==> src/rtl/fir_pkg.sv <==
// fir_pkg: shared widths, coefficient types and default taps for the fir_axis filter.
package fir_pkg;

   localparam int NUM_TAPS = 16;
   localparam int SAMPLE_W = 16;
   localparam int COEF_W   = 16;
   localparam int PROD_W   = 32;
   localparam int ACC_W    = 36;

   typedef logic signed [COEF_W-1:0]   coef_t;
   typedef logic signed [SAMPLE_W-1:0] sample_t;
   typedef logic signed [PROD_W-1:0]   prod_t;
   typedef logic signed [ACC_W-1:0]    acc_t;
   typedef coef_t coef_arr_t [NUM_TAPS];

   // Moving average: sixteen taps of 1/16 in Q1.15.
   localparam coef_arr_t DEFAULT_COEFS = '{default: 16'sh0800};

endpackage

==> src/rtl/fir_sat.sv <==
// fir_sat: combinational arithmetic right shift of the accumulator, saturated to OUT_W signed bits.
module fir_sat
   import fir_pkg::*;
#(
   parameter int SHIFT = 15,
   parameter int OUT_W = 32
) (
   input  acc_t                    acc,
   output logic signed [OUT_W-1:0] result
);

   acc_t shifted;

   // NOTE: every path through this block assigns both outputs, so no latch is inferred.
   always_comb begin
      shifted = acc >>> SHIFT;
      if ((&shifted[ACC_W-1:OUT_W-1]) || !(|shifted[ACC_W-1:OUT_W-1])) begin
         result = shifted[OUT_W-1:0];
      end else if (shifted[ACC_W-1]) begin
         result = {1'b1, {(OUT_W-1){1'b0}}};
      end else begin
         result = {1'b0, {(OUT_W-1){1'b1}}};
      end
   end

endmodule

==> src/rtl/fir_axis.sv <==
// fir_axis: pipelined 16-tap FIR on an AXI-Stream sample stream (delay line, products, sum, output).
// Define FIR_FRAME_FLUSH_EN to clear the delay line after every tlast beat.
module fir_axis
   import fir_pkg::*;
#(
   parameter int        C_S00_AXIS_TDATA_WIDTH = 32,
   parameter int        C_M00_AXIS_TDATA_WIDTH = 32,
   parameter int        OUT_SHIFT              = 15,
   parameter coef_arr_t COEFS                  = DEFAULT_COEFS
) (
   input  logic                                  s00_axis_aclk,
   input  logic                                  s00_axis_aresetn,
   input  logic                                  s00_axis_tvalid,
   input  logic                                  s00_axis_tlast,
   input  logic [C_S00_AXIS_TDATA_WIDTH-1:0]     s00_axis_tdata,
   input  logic [C_S00_AXIS_TDATA_WIDTH/8-1:0]   s00_axis_tstrb,
   output logic                                  s00_axis_tready,
   input  logic                                  m00_axis_tready,
   output logic                                  m00_axis_tvalid,
   output logic                                  m00_axis_tlast,
   output logic [C_M00_AXIS_TDATA_WIDTH-1:0]     m00_axis_tdata,
   output logic [C_M00_AXIS_TDATA_WIDTH/8-1:0]   m00_axis_tstrb
);

   logic    en, accept, flush_pend;
   sample_t sample;
   sample_t taps [NUM_TAPS];
   prod_t   prod [NUM_TAPS];
   acc_t    sum_d, sum_q;
   logic    v0, l0, v1, l1, v2, l2;
   logic signed [C_M00_AXIS_TDATA_WIDTH-1:0] sat_result;
   logic    unused;

   assign en              = !m00_axis_tvalid || m00_axis_tready;
   assign s00_axis_tready = en;
   assign accept          = s00_axis_tvalid && en;
   assign sample          = sample_t'(s00_axis_tdata[SAMPLE_W-1:0]);
   assign m00_axis_tstrb  = '1;
   assign unused          = ^{s00_axis_tdata[C_S00_AXIS_TDATA_WIDTH-1:SAMPLE_W], s00_axis_tstrb};

`ifdef FIR_FRAME_FLUSH_EN
   // Flush waits for an enabled edge so a stalled last beat still reaches the product stage.
   always_ff @(posedge s00_axis_aclk or negedge s00_axis_aresetn) begin
      if (!s00_axis_aresetn) begin
         flush_pend <= 1'b0;
      end else if (en) begin
         flush_pend <= accept && s00_axis_tlast;
      end
   end
`else
   assign flush_pend = 1'b0;
`endif

   // NOTE: non-blocking (<=) so each stage samples the previous stage's value from before the edge.
   always_ff @(posedge s00_axis_aclk or negedge s00_axis_aresetn) begin
      if (!s00_axis_aresetn) begin
         for (int k = 0; k < NUM_TAPS; k++) taps[k] <= '0;
         v0 <= 1'b0;
         l0 <= 1'b0;
      end else if (en) begin
         v0 <= accept;
         l0 <= accept && s00_axis_tlast;
         if (accept) begin
            taps[0] <= sample;
            for (int k = 1; k < NUM_TAPS; k++) taps[k] <= flush_pend ? '0 : taps[k-1];
         end else if (flush_pend) begin
            for (int k = 0; k < NUM_TAPS; k++) taps[k] <= '0;
         end
      end
   end

   always_comb begin
      sum_d = '0;
      for (int k = 0; k < NUM_TAPS; k++) sum_d = sum_d + ACC_W'(prod[k]);
   end

   fir_sat #(
      .SHIFT (OUT_SHIFT),
      .OUT_W (C_M00_AXIS_TDATA_WIDTH)
   ) u_sat (
      .acc    (sum_q),
      .result (sat_result)
   );

   // NOTE: the whole datapath is reset, not just the valids, so the first output after reset sees zero history.
   always_ff @(posedge s00_axis_aclk or negedge s00_axis_aresetn) begin
      if (!s00_axis_aresetn) begin
         for (int k = 0; k < NUM_TAPS; k++) prod[k] <= '0;
         sum_q           <= '0;
         v1              <= 1'b0;
         l1              <= 1'b0;
         v2              <= 1'b0;
         l2              <= 1'b0;
         m00_axis_tvalid <= 1'b0;
         m00_axis_tlast  <= 1'b0;
         m00_axis_tdata  <= '0;
      end else if (en) begin
         for (int k = 0; k < NUM_TAPS; k++) prod[k] <= PROD_W'(taps[k]) * PROD_W'(COEFS[k]);
         v1              <= v0;
         l1              <= l0;
         sum_q           <= sum_d;
         v2              <= v1;
         l2              <= l1;
         m00_axis_tvalid <= v2;
         m00_axis_tlast  <= l2;
         m00_axis_tdata  <= sat_result;
      end
   end

endmodule

==> config.mk <==
export PLATFORM = sky130hd
export DESIGN_NAME = fir_axis
export DESIGN_NICKNAME = d
export VERILOG_FILES = /design/src/rtl/fir_pkg.sv /design/src/rtl/fir_sat.sv /design/src/rtl/fir_axis.sv
export SDC_FILE = /design/constraint.sdc
export NUM_CORES = 1
export LEC_CHECK = 0
export BUFFER_PORTS_ARGS = -buffer_cell sky130_fd_sc_hd__buf_2
export CAP_MARGIN = 40
export CORE_ASPECT_RATIO = 1.1
export CORE_MARGIN = 3
export CORE_UTILIZATION = 65
export CTS_BUF_LIST = sky130_fd_sc_hd__clkbuf_8
export CTS_CLUSTER_SIZE = 10
export DETAILED_ROUTE_END_ITERATION = 8
export GPL_ROUTABILITY_DRIVEN = 0
export PLACE_DENSITY = 0.8
export SLEW_MARGIN = 20
export SYNTH_ARGS = -nofsm -noshare
export SYNTH_HDL_FRONTEND = slang
export SYNTH_SLANG_ARGS = --single-unit
==> constraint.sdc <==
create_clock -name s00_axis_aclk -period 15.6 [get_ports s00_axis_aclk]
set_input_delay 0.78 -clock s00_axis_aclk [delete_from_list [all_inputs] [get_ports s00_axis_aclk]]
set_output_delay 0.78 -clock s00_axis_aclk [all_outputs]
set_load 0.03 [all_outputs]
Word-level counts from Yosys, hierarchy flattened --
Cells that the tools add are included.
Cells by class: $add $sub $neg 15, reductions and logical operators 5
Operators by type and width (count):
- $add 36x27->36 | 6
- $add 35x27->36 | 1
- $add 34x27->35 | 1
- $add 33x27->34 | 1
- $add 32x27->33 | 1
- $add 31x27->32 | 1
- $add 30x27->31 | 1
- $add 29x27->30 | 1
- $add 28x27->29 | 1
- $add 27x27->28 | 1
- $logic_and 1x1->1 | 2
- $reduce_and 2->1 | 1
- $logic_not 1->1 | 1
- $logic_or 1x1->1 | 1
Storage, ports and cells: flip-flop bits (word level) 577, input bits 41, output and inout bits 39, word-level logic and storage cells 62

Longest topological paths before layout --
word-level depth 15, mapped depth 20, gate-level depth less buffers 19

Cells and area by module --
From an unflattened synthesis, not the netlist that was laid out.
Unflattened totals: cells, all modules 2514, area, all modules 28532.4 um^2
Modules (own cells, without submodules):
- fir_axis | area each 28292.1 um^2, cells each 2482, instances 1
- fir_sat | area each 240.2 um^2, cells each 32, instances 1

Worst setup path after synthesis --
OpenSTA, ideal clock, no wires.
kind register to register, start point reg prod[410] (netlist name), end point reg sum_q[31], data required time 15.480 ns, cell stages (with the launch flop) 16, path slack 10.247 ns, arrival 5.233 ns, path buffers 0, clock period less this slack 5.353 ns, cells stage by stage dfrtp_1 fa_1 fa_1 inv_1 fa_1 fa_1 inv_1 fa_1 fa_1 ha_1 nand2_1 or4_1 a211oi_1 o21ai_1 a31o_1 a31o_1
Between the ends: cells in the longest elaborated chain, start to end 13
Ends and longest elaborated chain:
- $add 29x27->30 | RTL line fir_axis.sv:74 | for (int k = 0; k < NUM_TAPS; k++) sum_d = sum_d + ACC_W'(prod[k]);
- $add 30x27->31 | RTL line fir_axis.sv:74
- $add 31x27->32 | RTL line fir_axis.sv:74
- $add 32x27->33 | RTL line fir_axis.sv:74
- $add 33x27->34 | RTL line fir_axis.sv:74
- $add 34x27->35 | RTL line fir_axis.sv:74
- $add 35x27->36 | RTL line fir_axis.sv:74
- $add 36x27->36 (6 in a row) | RTL line fir_axis.sv:74
- end signal, assigned | RTL line fir_axis.sv:101 | sum_q <= sum_d;
- end, declared | RTL line fir_axis.sv:29 | acc_t sum_d, sum_q;
Every way passes these cells. A chain may end at the register's enable or synchronous reset.

Final worst setup path --
start point reg prod[206] (netlist name), end point reg sum_q[34]
Between the ends: cells in the longest elaborated chain, start to end 7
Ends and longest elaborated chain:
- start, declared | RTL line fir_axis.sv:28 | prod_t prod [NUM_TAPS];
- $add 35x27->36 | RTL line fir_axis.sv:74
- $add 36x27->36 (6 in a row) | RTL line fir_axis.sv:74
Every way passes these cells.

==> metrics.txt <==
max-slew headroom at the worst pin 0.422; average size of a mapped cell 11.4 um2; 1st-iter DRT viols 1156; sequential cell area fraction in the yosys report 0.509; post-CTS setup repair buffer count 0; Post-synth EDFFs 0; Max FO, Critical Path 4; r2r endpoint sum_q[34]$_DFFE_PN0N_; Std-Cell Rows 78; Clock Skews 0.0182 ns; fin cells 3089; horizontal die dimension 203 um; CP Launch Type flop; max_cap viols 0; synth-to-layout area growth 9.41%; setup-violating endpoint count in the final report 0; depth of the worst register-to-register path 17; Core Footprint 0.0416 mm2; origin of the critical flop-to-flop path prod[206]$_DFFE_PN0N_; initial antenna violation count 2; final critical path time including I/O delays and setup 5.95 ns; dpl hpwl 34700 um; hold buffer count at cts 0; setup slack of the critical path after layout 9.65 ns; Post-Syn Area 0.0276 mm2; register bit count reported by yosys 562; Post-Route Setup TNS 0 ns; number of antenna repair diodes 0; CTS Root Cell clkbuf_8; via count of the first global-routing pass 17880; Skew-Pair Late Insertion Delay 0.65 ns; router iterations before antenna repair 5; number of distinct library cells after synthesis 53; number of instances resized during post-cts repair 0; largest net degree at the start of global routing 194; number of buffers created by CTS 87; CTS sink cnt 562; post-synthesis instance total 2416; Port Buf Inserts 55; synth warn 0; final-stage net count 2769; result of the run finished clean; H-tree depth reported by CTS 3; fraction of layout cells with a size suffix above 1 0.185; type of the setup path with the least slack flop to flop; FMAX 168 MHz; vertical extent of the die 222 um; mean routed wirelength per cell 16.7 um; FFs w/ async S/R, synth 1.00; Final ANT Viol Nets 0; buffers from clock root to sink, at most 3; FF/Latch Area 0.0141 mm2; overall via count from detail_route 16604; worst setup timing slack at the placement stage 9.71 ns; area of the multi-input gates 0.0118 mm2; unrepaired setup endpoints after global routing no; total global routing track utilization 0.239; leading register cell type out of synthesis dfrtp_1; Worst Path Required 16.11 ns; Final Hold Violating Endpoints 0; Reg clk slew, reported paths 0.06 ns; Routed WL 51700 um; final worst hold slack 0.191 ns; wire length of the first global-routing pass 87400 um; io pins 80; clock tree from TritonCTS done; total DRC errors in the routed layout 0; path type of the worst min-delay path input pin to asynchronous set/reset pin; Post-Place Cells 2935; die footprint 0.0450 mm2; number of fill cells 2812; number of vias per cell after detailed routing 5.38; count of final max-slew check failures 0; Arr. time, crit path 6.46 ns; Least-Margin Pin Slew 0.866 ns; final cycle utilization of the critical path 0.381; critical path endpoint category flop; global route total overflow 0; Initial Utilization 0.665; internal reg-to-reg setup slack 9.65 ns
-- area by class of cell --
cell class	count	share of cell area
sequential	562	0.465
multi-input combinational	1395	0.390
clock buffer	111	0.0505
inverter	345	0.0431
tap	560	0.0232
timing repair buffer	78	0.0223
clock inverter	38	0.00600
-- per-stage QoR --
step                utilization  cell area, um2
floorplan                     -           27600
global placement          0.680           28300
detailed placement        0.683           28400
CTS                       0.724           30100
global route              0.727           30200
finish                    0.727           30200
-- synth_stat cells (2+ instances only) --
library cell,n,area [um2]
a211o_1,2,17.5
a211oi_1,3,22.5
a21o_1,11,82.6
a21oi_1,21,105
a311oi_1,2,17.5
a31o_1,2,17.5
a31o_2,2,17.5
and2_1,6,37.5
and3_1,2,12.5
and4_1,3,26.3
buf_1,4,15.0
buf_2,18,90.1
buf_4,15,113
clkbuf_1,80,300
dfrtp_1,562,14100
fa_1,234,4680
ha_1,25,313
inv_1,344,1290
mux2_2,257,2890
nand2_1,576,2160
nand2b_1,3,18.8
nand3_1,9,45.0
nand4_1,5,31.3
nor2_1,17,63.8
nor2b_1,2,12.5
nor3_1,9,45.0
nor4b_1,2,17.5
o211ai_1,2,15.0
o21a_1,3,22.5
o21ai_0,161,806
o21ai_1,2,10.0
o31ai_1,5,37.5
or3_1,3,18.8
xor2_1,5,43.8
-- routing by layer --
metal / vias to the layer above / part of all wire / GRT usage
met1: 8559 / 0.43 / 0.328
met2: 346 / 0.51 / 0.403
li1: 7630 / - / -
met3: 69 / 0.039 / 0.0352
met4: 0 / 0.022 / 0.0749
met5: - / 0 / 0
-- critical path: stages (launching register included) --
cell and delay (ns):
dfrtp_1 0.41, fa_1 0.55, inv_1 0.05, fa_1 0.50, inv_1 0.06, fa_1 0.60, fa_1 0.46, fa_1 0.55
inv_1 0.05, fa_1 0.53, inv_1 0.05, ha_1 0.29, and4bb_2 0.27, nand4_1 0.23, a21oi_2 0.30, o311ai_1 0.25
a2111oi_2 0.58, a21oi_1 0.08
-- sequential cells by signal (all words and copies together) (netlist names) --
signal,count
l0,1
l1,1
l2,1
m00_axis_tdata,21
m00_axis_tlast,1
m00_axis_tvalid,1
prod,256
sum_q,21
taps,256
v0,1
v1,1
v2,1
-- how the worst max path moves through the flow --
| stage | from | endpoint | slack (ns) | depth (start not counted) |
|---|---|---|---|---|
| after floorplan | prod[410]$_DFFE_PN0N_ | sum_q[31]$_DFFE_PN0N_ | 10.25 | 15 |
| after global placement | prod[206]$_DFFE_PN0N_ | sum_q[35]$_DFFE_PN0N_ | 9.84 | 17 |
| after detailed placement | prod[206]$_DFFE_PN0N_ | sum_q[35]$_DFFE_PN0N_ | 9.71 | 17 |
| after CTS | prod[206]$_DFFE_PN0N_ | sum_q[35]$_DFFE_PN0N_ | 9.67 | 17 |
| after global routing | prod[206]$_DFFE_PN0N_ | sum_q[33]$_DFFE_PN0N_ | 9.43 | 17 |
| final | prod[206]$_DFFE_PN0N_ | sum_q[34]$_DFFE_PN0N_ | 9.65 | 17 |
-- cell usage in the layout, fill, tap and decap left out, types with 3 or more instances in the layout --
cell / synthesis / final
dfrtp_1: 562 / 562
nand2b_1: 3 / 3
clkbuf_8: 0 / 111
buf_2: 18 / 54
buf_16: 0 / 9
a211oi_1: 3 / 3
nand3_1: 9 / 9
and4_1: 3 / 3
mux2_2: 257 / 257
o31ai_1: 5 / 5
fa_1: 234 / 234
ha_1: 25 / 25
a21oi_1: 21 / 21
o21ai_0: 161 / 161
clkinv_2: 0 / 5
inv_8: 0 / 3
nand4_1: 5 / 5
buf_12: 0 / 3
xor2_1: 5 / 5
conb_1: 1 / 4
nor2_1: 17 / 17
inv_1: 344 / 371
or3_1: 3 / 3
a21o_1: 11 / 11
buf_4: 15 / 11
o21a_1: 3 / 3
nand2_1: 576 / 575
nor3_1: 9 / 9
and2_1: 6 / 6
-- logic make-up (layout without fill, tap and decap cells) --
logic type,Yosys count,after routing,share of synthesized area
AOI/OAI and AO/OA,228,228,0.0464
xor gates and xnor gates,6,6,0.00190
adders and majority gates,259,259,0.181
buffers and inverters,462,572,0.0656
DFF,562,562,0.509
muxes,257,257,0.105
other,1,4,0.000136
and+or+nand+nor,641,641,0.0914
Power is not shown: default switching activity piles up to over one toggle a cycle in this logic, so the estimate is an artifact.
